## src/rtl/fetch_queue.sv

```systemverilog
// Instruction fetch front-end: owns the fetch PC, issues one word read at a time
// to instruction memory and buffers returned instructions in a first-word-fall-through FIFO.
module fetch_queue #(
    parameter int          DEPTH    = 4,
    parameter logic [31:0] RESET_PC = 32'h0000_0000
) (
    input  logic                       clk,
    input  logic                       reset,
    output logic                       imem_req,
    output logic [31:0]                imem_addr,
    input  logic                       imem_ack,
    input  logic [31:0]                imem_rdata,
    input  logic                       redirect,
    input  logic [31:0]                redirect_pc,
    output logic                       inst_valid,
    output logic [31:0]                inst,
    output logic [31:0]                inst_pc,
    output logic [31:0]                inst_pcplus4,
    input  logic                       inst_ready,
    output logic [$clog2(DEPTH):0]     count
);
    // state | meaning
    // IDLE  | no request outstanding; start one when space exists and no redirect
    // WAIT  | request to fetch_pc outstanding; response is pushed on ack
    // DROP  | request outstanding for a flushed address; response is discarded

    localparam int AW = $clog2(DEPTH);
    localparam int CW = AW + 1;
    localparam logic [CW-1:0] DEPTH_C = CW'(DEPTH);

    typedef enum logic [1:0] {
        IDLE = 2'd0,
        WAIT = 2'd1,
        DROP = 2'd2
    } state_t;

    state_t          state;
    logic [31:0]     fetch_pc;
    logic [AW-1:0]   rd_ptr;
    logic [AW-1:0]   wr_ptr;
    logic [31:0]     pc_mem    [DEPTH];
    logic [31:0]     instr_mem [DEPTH];
    logic            push;
    logic            pop;
    logic [CW-1:0]   count_next;
    logic [31:0]     redirect_aligned;
    logic            unused_redirect_bits;

    assign unused_redirect_bits = ^redirect_pc[1:0];
    assign redirect_aligned     = {redirect_pc[31:2], 2'b00};

    assign inst_valid   = (count != '0);
    assign inst         = inst_valid ? instr_mem[rd_ptr] : '0;
    assign inst_pc      = inst_valid ? pc_mem[rd_ptr] : '0;
    assign inst_pcplus4 = inst_valid ? (pc_mem[rd_ptr] + 32'd4) : '0;

    assign pop  = inst_valid && inst_ready && !redirect;
    assign push = (state == WAIT) && imem_ack && !redirect;

    always_comb begin
        count_next = count;
        if (push && !pop) begin
            count_next = count + CW'(1);
        end else if (pop && !push) begin
            count_next = count - CW'(1);
        end
    end

    // Storage is not reset; head outputs are gated by inst_valid instead.
    always_ff @(posedge clk) begin
        if (push) begin
            pc_mem[wr_ptr]    <= imem_addr;
            instr_mem[wr_ptr] <= imem_rdata;
        end
    end

    always_ff @(posedge clk) begin
        if (reset) begin
            count  <= '0;
            rd_ptr <= '0;
            wr_ptr <= '0;
        end else if (redirect) begin
            count  <= '0;
            rd_ptr <= '0;
            wr_ptr <= '0;
        end else begin
            count <= count_next;
            if (push) wr_ptr <= wr_ptr + AW'(1);
            if (pop)  rd_ptr <= rd_ptr + AW'(1);
        end
    end

    always_ff @(posedge clk) begin
        if (reset) begin
            state     <= IDLE;
            fetch_pc  <= RESET_PC;
            imem_req  <= 1'b0;
            imem_addr <= RESET_PC;
        end else begin
            if (redirect) begin
                fetch_pc <= redirect_aligned;
            end else if (push) begin
                fetch_pc <= fetch_pc + 32'd4;
            end

            case (state)
                IDLE: begin
                    if (!redirect && (count < DEPTH_C)) begin
                        state     <= WAIT;
                        imem_req  <= 1'b1;
                        imem_addr <= fetch_pc;
                    end
                end
                WAIT: begin
                    if (redirect) begin
                        // The outstanding request cannot be withdrawn; drain it in DROP.
                        if (imem_ack) begin
                            state    <= IDLE;
                            imem_req <= 1'b0;
                        end else begin
                            state <= DROP;
                        end
                    end else if (imem_ack) begin
                        if (count_next < DEPTH_C) begin
                            imem_addr <= fetch_pc + 32'd4;
                        end else begin
                            state    <= IDLE;
                            imem_req <= 1'b0;
                        end
                    end
                end
                DROP: begin
                    if (imem_ack) begin
                        state    <= IDLE;
                        imem_req <= 1'b0;
                    end
                end
                default: begin
                    state    <= IDLE;
                    imem_req <= 1'b0;
                end
            endcase
        end
    end
endmodule

```

## config.mk

```make
export PLATFORM = sky130hd
export DESIGN_NAME = fetch_queue
export DESIGN_NICKNAME = d
export VERILOG_FILES = /design/src/rtl/fetch_queue.sv
export SDC_FILE = /design/constraint.sdc
export NUM_CORES = 1
export LEC_CHECK = 0
export CAP_MARGIN = 20
export CORE_AREA = 2 2 164 166
export DETAILED_ROUTE_END_ITERATION = 16
export DIE_AREA = 0 0 166 168
export GPL_ROUTABILITY_DRIVEN = 0
export PLACE_DENSITY = 0.79
export SYNTH_ARGS = -nofsm -noshare
export SYNTH_HDL_FRONTEND = slang
export SYNTH_SLANG_ARGS = --single-unit
```

## constraint.sdc

```tcl
create_clock -name clk -period 3.91 [get_ports clk]
set_input_delay 0.782 -clock clk [delete_from_list [all_inputs] [get_ports clk]]
set_output_delay 0.782 -clock clk [all_outputs]
set_load 0.1 [all_outputs]
```

Word-level counts from Yosys, hierarchy flattened
Memories as Yosys holds them, arrays and structs flattened. A register that Yosys moved wholly into a read port is not among the register bits.
Index checks and enable logic that the tools add are counted.
{"block": "op_classes", "n_mux": 31, "n_reduce_logical": 18, "order_cmp": 2, "addsub": 6, "n_eq_ne": 9}
{"op": "2-to-1 mux 32 bit", "n": 9}
{"op": "adder 32 x 3 -> 32 bit, second input constant", "n": 2}
{"op": "one-hot mux 32 bit (2 select lines)", "n": 1}
{"op": "2-to-1 mux 2 bit", "n": 10}
{"op": "!= test 2 bit, second input constant", "n": 4}
{"op": "logical AND 1 bit", "n": 7}
{"op": "2-to-1 mux 1 bit", "n": 7}
{"op": "less-than comparator 3 bit, second input constant", "n": 2}
{"op": "2-to-1 mux 3 bit", "n": 2}
{"op": "!= test 3 bit, second input constant", "n": 2}
{"op": "one-hot mux 2 bit (3 select lines)", "n": 1}
{"op": "AND reduction 5 bit", "n": 1}
{"op": "adder 2 x 1 -> 2 bit, second input constant", "n": 2}
{"op": "AND reduction 4 bit", "n": 1}
{"op": "nonzero test 2 bit", "n": 2}
{"op": "adder 3 x 1 -> 3 bit, second input constant", "n": 1}
{"op": "zero test 1 bit", "n": 3}
{"op": "one-hot mux 1 bit (3 select lines)", "n": 1}
{"op": "AND reduction 3 bit", "n": 1}
{"op": "nonzero test 3 bit", "n": 1}
{"op": "subtractor 3 x 1 -> 3 bit, second input constant", "n": 1}
{"op": "equality test 2 x 1 -> 1 bit, second input constant", "n": 1}
{"op": "equality test 2 bit, second input constant", "n": 1}
{"op": "zero test 2 bit", "n": 1}
{"op": "other kinds (2)", "n": 2}
{"block": "word_totals", "n_memories": 2, "ff_bits": 74, "ram_bits": 256, "input_bits": 69, "elab_cells": 76, "out_inout_bits": 133}
{"name": "instr_mem", "depth": 4, "word_bits": 32, "rd": 1, "rd_clocked_by_memory_dff": 1, "write_ports": 1, "line": "42", "text": "logic [31:0] instr_mem [DEPTH];"}
{"name": "pc_mem", "depth": 4, "word_bits": 32, "rd": 1, "rd_clocked_by_memory_dff": 1, "write_ports": 1, "line": "41", "text": "logic [31:0] pc_mem [DEPTH];"}

Logic depth before layout (Yosys ltp)
Gate-level depths: netlist of the first run.
{"block": "depth", "ltp_word": 12, "depth_mapped": 14, "mapped_depth_nobuf": 12}

Worst setup path after synthesis of the first run
OpenSTA, ideal clock, no wires.
{"block": "synth_path", "path_kind": "register to output", "start": "reg count[0]", "end": "out inst_pcplus4[16]", "arrival_time_ns": 3.631, "required_time_ns": 3.128, "slack_ns": -0.503, "n_path_buf": 1, "path_stages_with_launch": 9, "path_cell_list": "dfxtp_1 > inv_1 > ha_1 > nor2b_1 > inv_1 > clkbuf_1 > and2_1 > o21ai_0 > nand2_1"}
{"block": "synth_between", "elab_chain_len": 2}
{"item": "start, declared", "line": "20", "text": "output logic [$clog2(DEPTH):0] count"}
{"item": "start signal, assigned", "line": "87", "text": "count <= count_next;"}
{"item": "nonzero test 3 bit", "line": "52", "text": "assign inst_valid = (count != '0);"}
{"item": "2-to-1 mux 32 bit", "line": "55", "text": "assign inst_pcplus4 = inst_valid ? (pc_mem[rd_ptr] + 32'd4) : '0;"}
{"item": "end, declared", "line": "18", "text": "output logic [31:0] inst_pcplus4,"}
Every way passes these cells.

==> impl_metrics.toml, run 1 <==
[floorplan]
rows = 60
dieWidth_um = 166
die_h_um = 168
start_util_pct = 53.4
ios = 202
design.die.area_um2 = 27900
core_um2 = 26400

[cts]
clock_latency_ns = 0.56
cts_inserted_buffers = 31
path_clk_slew_ns = 0.06
hold_buffers = 0
cts_buffer_depth = 3
clock_sink_count = 320
cts_tree = "yes"
root_buffer = "clkbuf_16"
htreeDepth = 1

[route]
wl_per_cell_um = 20.8
viasPerCell = 5.75
dr.pass1.iters = 5
wl_um = 32500
dr_total_vias = 8994
drtIter0Drc = 676
ant_nets = 0
drc = 0

[setup_path]
arrival_ns = 3.10
cp-start-kind = "flip-flop"
crit_fanout = 8
critPathKind = "reg2out"
end_kind = "output port"
cp.required_ns = 3.13

[finish]
area_growth_pct = 32.7
final_cell_area_um2 = 18700
antenna_cells = 0
nets = 1278
drive_above_1_share_pct = 25.0

[grt]
use_met3_pct = 3.17
track_usage_pct = 22.6
grt-ovfl-total = 0
antenna_found_initial = 0
grt_busiest_layer = "met2"
grt_use_met1_pct = 31.1
grt_pass1_vias = 8792
grt_pass1_wl_um = 49700
grt_max_degree = 63
grt_util_met2_pct = 38.6

[synth]
ys_async_sr_fraction_pct = 0
ys_seq_elements = 320
yosys_warnings = 0
ys_top_cells_by_area = "edfxtp_1 (53%), dfxtp_1 (10%), mux4_2 (7.5%)"
synthesis.area_um2 = 14100
syn-mean-instance-area_um2 = 14.2
synthFlopType = "edfxtp_1"
synth_edf_count = 248
synth_seq_area_share_pct = 63.1
synthDominantCellAreaShare_pct = 52.9
yosysTopAreaCell = "edfxtp_1"
netlist-cell-type-count = 52
synthCells = 990

[power_and_ir_drop]
p_comb_share_pct = 9.9
p_int_mw = 5.74
p_seq_share_pct = 50.7
p_per_area_nw_per_um2 = 406
p_switching_mw = 1.85
power.leakage_nw = 6.19
ir_worst_vdd_v = 0.000302
swShare_pct = 24.4
p_clk_share_pct = 39.4

[timing]
fmax_mhz = 257
fin_crit_sh_pct = 99.3
finalSetupViolations = 0
tightest_slew_ns = 1.06
slew_headroom_pct = 29.0
hold_violations = 0
clock_skew_ns = 0.0172
rsz0062_at_grt = "true"
setup_tns_ns = 0
drv_slew = 0
period_minus_slack_ns = 3.88

[worst_hold_path]
hold_path.class = "reg2reg"

[placed_design]
dp_hpwl_um = 21500
placed_area_um2 = 17400
port-buffer-count = 193

[status]
status = "finished clean"

[flow_run]
cap_viol_max_count = 0
## logic make-up after synthesis
kind of cell | Yosys count | share of synthesized area, %
AO/OA/AOI/OAI | 126 | 5.74
multiplexers | 71 | 11.0
AND/OR/NAND/NOR | 305 | 11.8
XOR/XNOR | 70 | 4.35
buffers and inverters | 86 | 2.97
other | 1 | 0.0266
flip-flops | 320 | 63.1
adder cells (fa/ha/maj) | 11 | 0.977
## cells in the final DEF, fill, tap and decap left out, types with 5 or more instances in the layout
cell             count
nand4_1             21
nor3_1              16
inv_1               12
and2_1              58
and3_1              11
mux2_2               5
mux4_1               6
clkinv_2             6
buf_12             100
and2_2               6
or4_4                5
a211oi_1            52
edfxtp_1           248
clkbuf_16           31
or3_1                7
xor2_1              49
a21oi_4              5
o21ai_0              9
clkdlybuf4s50_1     99
nor4_1               7
buf_4               37
a21oi_1             38
nor2_2              10
nand2_1             44
nor2_1              54
conb_1               6
xnor2_1             21
nand3_1             31
mux4_2              56
dfxtp_1             70
ha_1                11
and3_2               5
clkbuf_1             6
a21oi_2              5
## metrics by stage
step	util [%]	setup slack, ns	total power, mW	cells	hold slack, ns
6_report	70.9	0.0255	7.59	1563	0.499
5_1_grt	70.9	-0.0409	7.81	1563	0.551
2_1_floorplan	-	-0.356	4.40	995	0.466
3_3_place_gp	65.9	0.363	4.65	1487	0.475
4_1_cts	70.4	0.0221	7.64	1554	0.501
3_5_place_dp	65.9	0.343	4.66	1487	0.490
## cell usage after synthesis, types with 2 or more instances
cell	number
mux4_1	15
buf_4	10
and4_1	5
edfxtp_1	248
mux2_2	2
and4_4	3
nor2b_1	3
buf_6	2
o21ai_0	9
mux4_2	47
o31ai_1	6
dfxtp_1	72
buf_12	2
a211oi_1	52
a311oi_1	3
inv_1	13
or4_1	8
nand2_1	46
clkbuf_1	45
buf_1	6
nor3_1	16
nor4_1	7
ha_1	11
nor3b_1	2
o21a_1	3
or3_1	7
xnor2_1	21
mux2_1	3
buf_2	8
nand3_1	31
mux2i_1	4
nor4_2	2
nand4_1	21
xor2_1	49
a21oi_1	48
and2_1	64
nand3b_1	3
nor2_1	64
and3_1	16
## flip-flops by register name (all words and copies together) (netlist names), named ones only
name / flops
pc_mem: 120
count: 3
rd_ptr: 2
state: 2
instr_mem: 128
fetch_pc: 30
imem_addr: 30
wr_ptr: 2
imem_req: 1
## worst max-delay path: stages (launching register included)
cell and delay (ns):
dfxtp_4 0.38, buf_8 0.15, buf_12 0.13, mux4_2 0.39, and4_4 0.31, buf_4 0.15
nand4_4 0.14, or3_1 0.44, a21oi_2 0.22, buf_12 0.20
## layer usage
layer,vias up,share of wire [%]
met4,0,2.2
met1,4380,42
met5,-,0
met3,46,6.2
met2,377,49
li1,4191,-
## final timing paths
check                              start                    endpoint  slack (ns)  cells after the start
setup reg to reg   count[0]$_SDFFE_PP0P_  imem_addr[21]$_SDFFE_PP0P_        0.90                     13
hold reg to reg   wr_ptr[0]$_SDFFE_PP0P_      wr_ptr[0]$_SDFFE_PP0P_        0.50                      2
hold / removal    wr_ptr[0]$_SDFFE_PP0P_      wr_ptr[0]$_SDFFE_PP0P_        0.50                      2
setup / recovery               flip-flop            inst_pcplus4[25]        0.03                      9
## area by class of cell
cell class,count,area (µm²)
inverters,13,48.8
flip-flops and latches,320,8900
multi-input cells,590,4950
clock inverters,18,203
repair buffers,242,3340
fillers,1725,7660
well taps,341,427
clock buffers,39,826
## power groups by stage
| stage | clock network, mW | registers [mW] | logic, mW |
|---|---|---|---|
| after floorplan | 0 | 4.10 | 0.293 |
| after global placement | 0 | 3.91 | 0.736 |
| after detailed placement | 0 | 3.92 | 0.745 |
| after CTS | 3.04 | 3.85 | 0.751 |
| after global routing | 3.16 | 3.86 | 0.789 |
| final | 2.99 | 3.85 | 0.753 |
## what timing repair did
action,4_1_cts,5_1_grt
setup endpoints to repair,12,12
pin swaps,3,12
cloned,1,0
resized for setup,17,27
setup buffers,9,9
No activity file was read; power rests on OpenSTA's default activity.
==> run 2: changes to the inputs <==
CAP_MARGIN = unset   (was 20)
==> results of run 2 <==
The final DEF is identical to that of run 1; final timing and power are the same.
